[config.mk]
export PLATFORM = sky130hd
export DESIGN_NAME = jk_register_bank
export DESIGN_NICKNAME = d
export VERILOG_FILES = /design/src/rtl/jk_register_bank.sv
export SDC_FILE = /design/constraint.sdc
export NUM_CORES = 1
export LEC_CHECK = 0
export ABC_AREA = 0
export BUFFER_PORTS_ARGS = -buffer_cell sky130_fd_sc_hd__buf_2
export CORE_MARGIN = 4
export CORE_UTILIZATION = 32
export DETAILED_ROUTE_END_ITERATION = 6
export GPL_ROUTABILITY_DRIVEN = 0
export HOLD_SLACK_MARGIN = 0.05
export SLEW_MARGIN = 5
export SYNTH_ARGS = -nofsm -noshare
export SYNTH_HDL_FRONTEND = slang
export SYNTH_SLANG_ARGS = --single-unit
export TNS_END_PERCENT = 30
[constraint.sdc]
create_clock -name clock -period 3.8 [get_ports clock]
set_input_delay 0.57 -clock clock [delete_from_list [all_inputs] [get_ports clock]]
set_output_delay 0.57 -clock clock [all_outputs]
set_load 0.02 [all_outputs]
[src/rtl/jk_register_bank.sv]
// jk_register_bank: WIDTH-bit bank of edge-triggered JK flip-flops.
// Besides plain JK operation, the bank can count up or down using the JK toggle
// chain, and it can load a parallel value. It also has a clock enable and an
// asynchronous reset to RESET_VAL.
//
// Ports:
//   clock    rising-edge clock
//   reset_n  asynchronous active-low reset, q <= RESET_VAL
//   en       clock enable; when it is 0, state holds and the pulses are 0
//   mode     0=JK, 1=count up, 2=count down, 3=parallel load
//   j, k     per-bit JK inputs (mode 0)
//   d        load data (mode 3)
//   clr      synchronous clear to RESET_VAL (only with JK_BANK_SYNC_CLR_EN)
//   q        registered state
//   q_bar    ~q
//   wrap     one-cycle pulse when the counter wraps
//   changed  one-cycle pulse when q changed on the last edge
//
// Optional macro: JK_BANK_SYNC_CLR_EN adds the clr input.

// One JK cell. The up/down toggle qualifiers come from the bank-level chain.
module jk_bit (
  input  logic       q,
  input  logic       en,
  input  logic [1:0] mode,
  input  logic       j,
  input  logic       k,
  input  logic       d,
  input  logic       tu,
  input  logic       td,
  output logic       qn
);
  always_comb begin
    qn = q;
    if (en) begin
      case (mode)
        2'd0: begin
          case ({j, k})
            2'b01:   qn = 1'b0;
            2'b10:   qn = 1'b1;
            2'b11:   qn = ~q;
            default: qn = q;
          endcase
        end
        2'd1:    qn = q ^ tu;
        2'd2:    qn = q ^ td;
        default: qn = d;
      endcase
    end
  end
endmodule

module jk_register_bank #(
  parameter int               WIDTH     = 4,
  parameter logic [WIDTH-1:0] RESET_VAL = '0
) (
  input  logic             clock,
  input  logic             reset_n,
  input  logic             en,
  input  logic [1:0]       mode,
  input  logic [WIDTH-1:0] j,
  input  logic [WIDTH-1:0] k,
  input  logic [WIDTH-1:0] d,
`ifdef JK_BANK_SYNC_CLR_EN
  input  logic             clr,
`endif
  output logic [WIDTH-1:0] q,
  output logic [WIDTH-1:0] q_bar,
  output logic             wrap,
  output logic             changed
);
  logic [WIDTH-1:0] tu, td, q_cell, q_nxt;
  logic             wrap_cell, wrap_nxt;

  // Toggle chain: in up mode a bit toggles when all lower bits are 1.
  // In down mode it toggles when all lower bits are 0.
  for (genvar i = 0; i < WIDTH; i++) begin : g_bit
    if (i == 0) begin : g_lsb
      assign tu[i] = 1'b1;
      assign td[i] = 1'b1;
    end else begin : g_up
      assign tu[i] = &q[i-1:0];
      assign td[i] = ~|q[i-1:0];
    end
    jk_bit u_bit (
      .q    (q[i]),
      .en   (en),
      .mode (mode),
      .j    (j[i]),
      .k    (k[i]),
      .d    (d[i]),
      .tu   (tu[i]),
      .td   (td[i]),
      .qn   (q_cell[i])
    );
  end

  // For a single bit, every enabled count edge is treated as a wrap.
  always_comb begin
    wrap_cell = 1'b0;
    if (en) begin
      if (WIDTH == 1)
        wrap_cell = (mode == 2'd1) || (mode == 2'd2);
      else
        wrap_cell = ((mode == 2'd1) && (&q)) || ((mode == 2'd2) && (~|q));
    end
  end

`ifdef JK_BANK_SYNC_CLR_EN
  // clr overrides en and mode. It ranks only below the asynchronous reset.
  assign q_nxt    = clr ? RESET_VAL : q_cell;
  assign wrap_nxt = clr ? 1'b0 : wrap_cell;
`else
  assign q_nxt    = q_cell;
  assign wrap_nxt = wrap_cell;
`endif

  always_ff @(posedge clock or negedge reset_n) begin
    if (!reset_n) begin
      q       <= RESET_VAL;
      wrap    <= 1'b0;
      changed <= 1'b0;
    end else begin
      q       <= q_nxt;
      wrap    <= wrap_nxt;
      changed <= (q_nxt != q);
    end
  end

  assign q_bar = ~q;
endmodule
==> results.json <==
{
  "startpoint_type": "input port",
  "setup_viol": 0,
  "synth_seq_area_share": 0.198,
  "clockBufferDepth": 2,
  "yosysMostFrequentCell": "buf_4",
  "synth_cells": 91,
  "yosysTopAreaCell": "dfrtp_1",
  "fin_setup_tns_ns": 0,
  "slew_headroom": 0.666,
  "ant_nets": 0,
  "outcome": "finished clean",
  "drt-total-wl_um": 1880,
  "worstPathArrival_ns": 2.12,
  "cts_sinks": 6,
  "dp_cells": 132,
  "synth-async-reset-ratio": 1.00,
  "path_clk_slew_ns": 0.05,
  "start_util": 0.339,
  "period_share": 0.532,
  "io-pin-count": 27,
  "synth_nets": 112,
  "critical_path.top_delay_family": "compound AO/OA/AOI/OAI gates",
  "yosys.area.top_type_share": 0.198,
  "crit_start": "mode[0]",
  "cts-root-buf": "clkbuf_4",
  "required_ns": 3.90,
  "viasPerCell": 5.50,
  "die_y_um": 56.6,
  "antenna_found_initial": 0,
  "path_buf_inv": 2,
  "r2r-start": "q[0]$_DFF_PN0_",
  "grt_pass1_wl_um": 3190,
  "grt_max_degree": 14,
  "htree_levels": 1,
  "maxCapViolations": 0,
  "dr.pass1.iters": 4,
  "die_area_um2": 3210,
  "yosysWarnings": 0,
  "num_rows": 17,
  "fin_crit_ns": 2.02,
  "grt_overflow": 0,
  "syn-cell-area_um2": 757,
  "grt_setup_unrepaired": "no",
  "crit_fanout": 10,
  "fmax_ghz": 0.495,
  "hold_viol": 0,
  "worst_slew_pin_slew_ns": 0.500,
  "die_x_um": 56.6,
  "nNetsFinal": 130,
  "synth-edff-count": 0,
  "synthTopCellsByArea": "dfrtp_1, buf_4, ha_1",
  "hp-class": "in2async",
  "post_synth.cell_area_avg_um2": 8.32,
  "peakVddDrop_mv": 0.117,
  "powerDensity_nw_per_um2": 371,
  "numCtsBuffers": 3,
  "endpoint": "changed$_DFF_PN0_",
  "cpPeakStageDelay_ns": 0.42,
  "synthTopCellsByCount": "buf_4, a21oi_1, dfrtp_1, inv_1, o21ai_0",
  "ctsResizeCount": 0,
  "synth_top_flop_cell": "dfrtp_1",
  "clock_latency_ns": 0.24,
  "drt_first_iter_violations": 31,
  "crit_type": "in2reg",
  "drv_slew": 0,
  "synth_cell_types": 41,
  "grt_use_total": 0.124,
  "reg2regPathDepth": 5,
  "skew_ns": 0.00637,
  "regToRegEndpoint": "changed$_DFF_PN0_",
  "hpwl_um": 1480,
  "cts_hold_buf": 0,
  "diodes": 0,
  "drive_gt1_frac": 0.318,
  "post_drt_wl_per_cell_um": 13.9,
  "crit_path_cell_trace": "buf_2 > inv_1 > ha_1 > a21oi_1 > a211oi_1 > a211o_1 > o31ai_1 > nand4_1",
  "grt_pass1_vias": 736,
  "drc": 0,
  "p_leak_nw": 0.377,
  "final_cells": 135,
  "post_cts_buffers": 0,
  "port-buffer-count": 26,
  "cts_tree": "done",
  "critPathCaptureType": "register",
  "cp.depth": 8,
  "crit_slowest_cell": "ha_1",
  "ys_seq_elements": 6,
  "final_core_util": 0.379,
  "via_count": 743,
  "rrSetupSlack_ns": 2.06,
  "fillers": 245,
  "coreArea_um2": 2230,
  "area_growth_pct": 11.9
}
==> worst reg2reg max path, delay by kind of cell, from the launching register on <==
kind	cells	cell delay [ns]
AOI/OAI and AO/OA	3	0.71
DFF	1	0.53
and+or+nand+nor	2	0.36
==> metrics by stage <==
step / worst slack, ns / power (mW) / hold slack [ns] / cell area, um^2
3_5_place_dp: 1.56 / 0.256 / 0.400 / 825
4_1_cts: 1.80 / 0.317 / 0.134 / 847
2_1_floorplan: 1.88 / 0.234 / 0.274 / 757
6_report: 1.78 / 0.314 / 0.141 / 847
3_3_place_gp: 1.67 / 0.253 / 0.397 / 825
5_1_grt: 1.64 / 0.340 / 0.136 / 847
==> cells by family after synthesis <==
group | after synthesis | share of synthesized area
xor+xnor | 4 | 0.0562
simple gates | 27 | 0.238
compound gates | 30 | 0.278
buf+inv | 20 | 0.164
flops | 6 | 0.198
fa+ha+maj | 4 | 0.0661
==> sequential cells by signal, summed over array words and instances (netlist names) <==
| name | cells |
|---|---|
| q | 4 |
| wrap | 1 |
| changed | 1 |
==> cell usage in the layout, fill, tap and decap left out, types with 2 or more instances in the layout <==
| cell | synthesis | routed |
|---|---|---|
| buf_2 | 3 | 26 |
| inv_1 | 6 | 6 |
| a21oi_1 | 6 | 6 |
| o21ai_0 | 6 | 6 |
| dfrtp_1 | 6 | 6 |
| nor2b_1 | 4 | 4 |
| nand2_1 | 4 | 4 |
| ha_1 | 4 | 4 |
| nand3_1 | 3 | 3 |
| nand3b_1 | 3 | 3 |
| clkbuf_4 | 0 | 3 |
| xnor2_1 | 2 | 2 |
| nor2_1 | 2 | 2 |
| nor3b_1 | 2 | 2 |
| o22ai_1 | 2 | 2 |
| o211ai_1 | 2 | 2 |
| a211o_1 | 2 | 2 |
| nand4_1 | 2 | 2 |
==> where the power goes <==
part           leakage (nW)  total (mW)  switching [mW]  internal, mW
registers            0.0746       0.103          0.0274        0.0753
clock network        0.0138      0.0582          0.0225        0.0357
logic                 0.288       0.153          0.0896        0.0638
==> final cells by class <==
type,instances,area (um^2),area share
multi-input cells,65,483,0.570
flip-flops and latches,6,150,0.177
repair buffers,26,130,0.154
well taps,28,35.0,0.0414
inverters,7,26.3,0.0310
clock buffers,3,22.5,0.0266
==> metal layers <==
| metal | share of wire | routed length [um] | up-vias | GRT usage |
|---|---|---|---|---|
| li1 | - | - | 359 | - |
| met1 | 0.43 | 816 | 347 | 0.151 |
| met2 | 0.47 | 877 | 35 | 0.201 |
| met3 | 0.096 | 180 | 2 | 0.0322 |
| met4 | 0.0032 | 6 | 0 | 0.0576 |
| met5 | 0 | 0 | - | 0 |
==> how the worst min path moves through the flow <==
stage / end / slack (ns)
2_1_floorplan: changed$_DFF_PN0_ / 0.27
3_3_place_gp: q[2]$_DFF_PN0_ / 0.40
3_5_place_dp: changed$_DFF_PN0_ / 0.40
4_1_cts: q[1]$_DFF_PN0_ / 0.13
5_1_grt: q[2]$_DFF_PN0_ / 0.14
6_report: changed$_DFF_PN0_ / 0.14
Note: power is estimated with default switching activity, not from simulation.
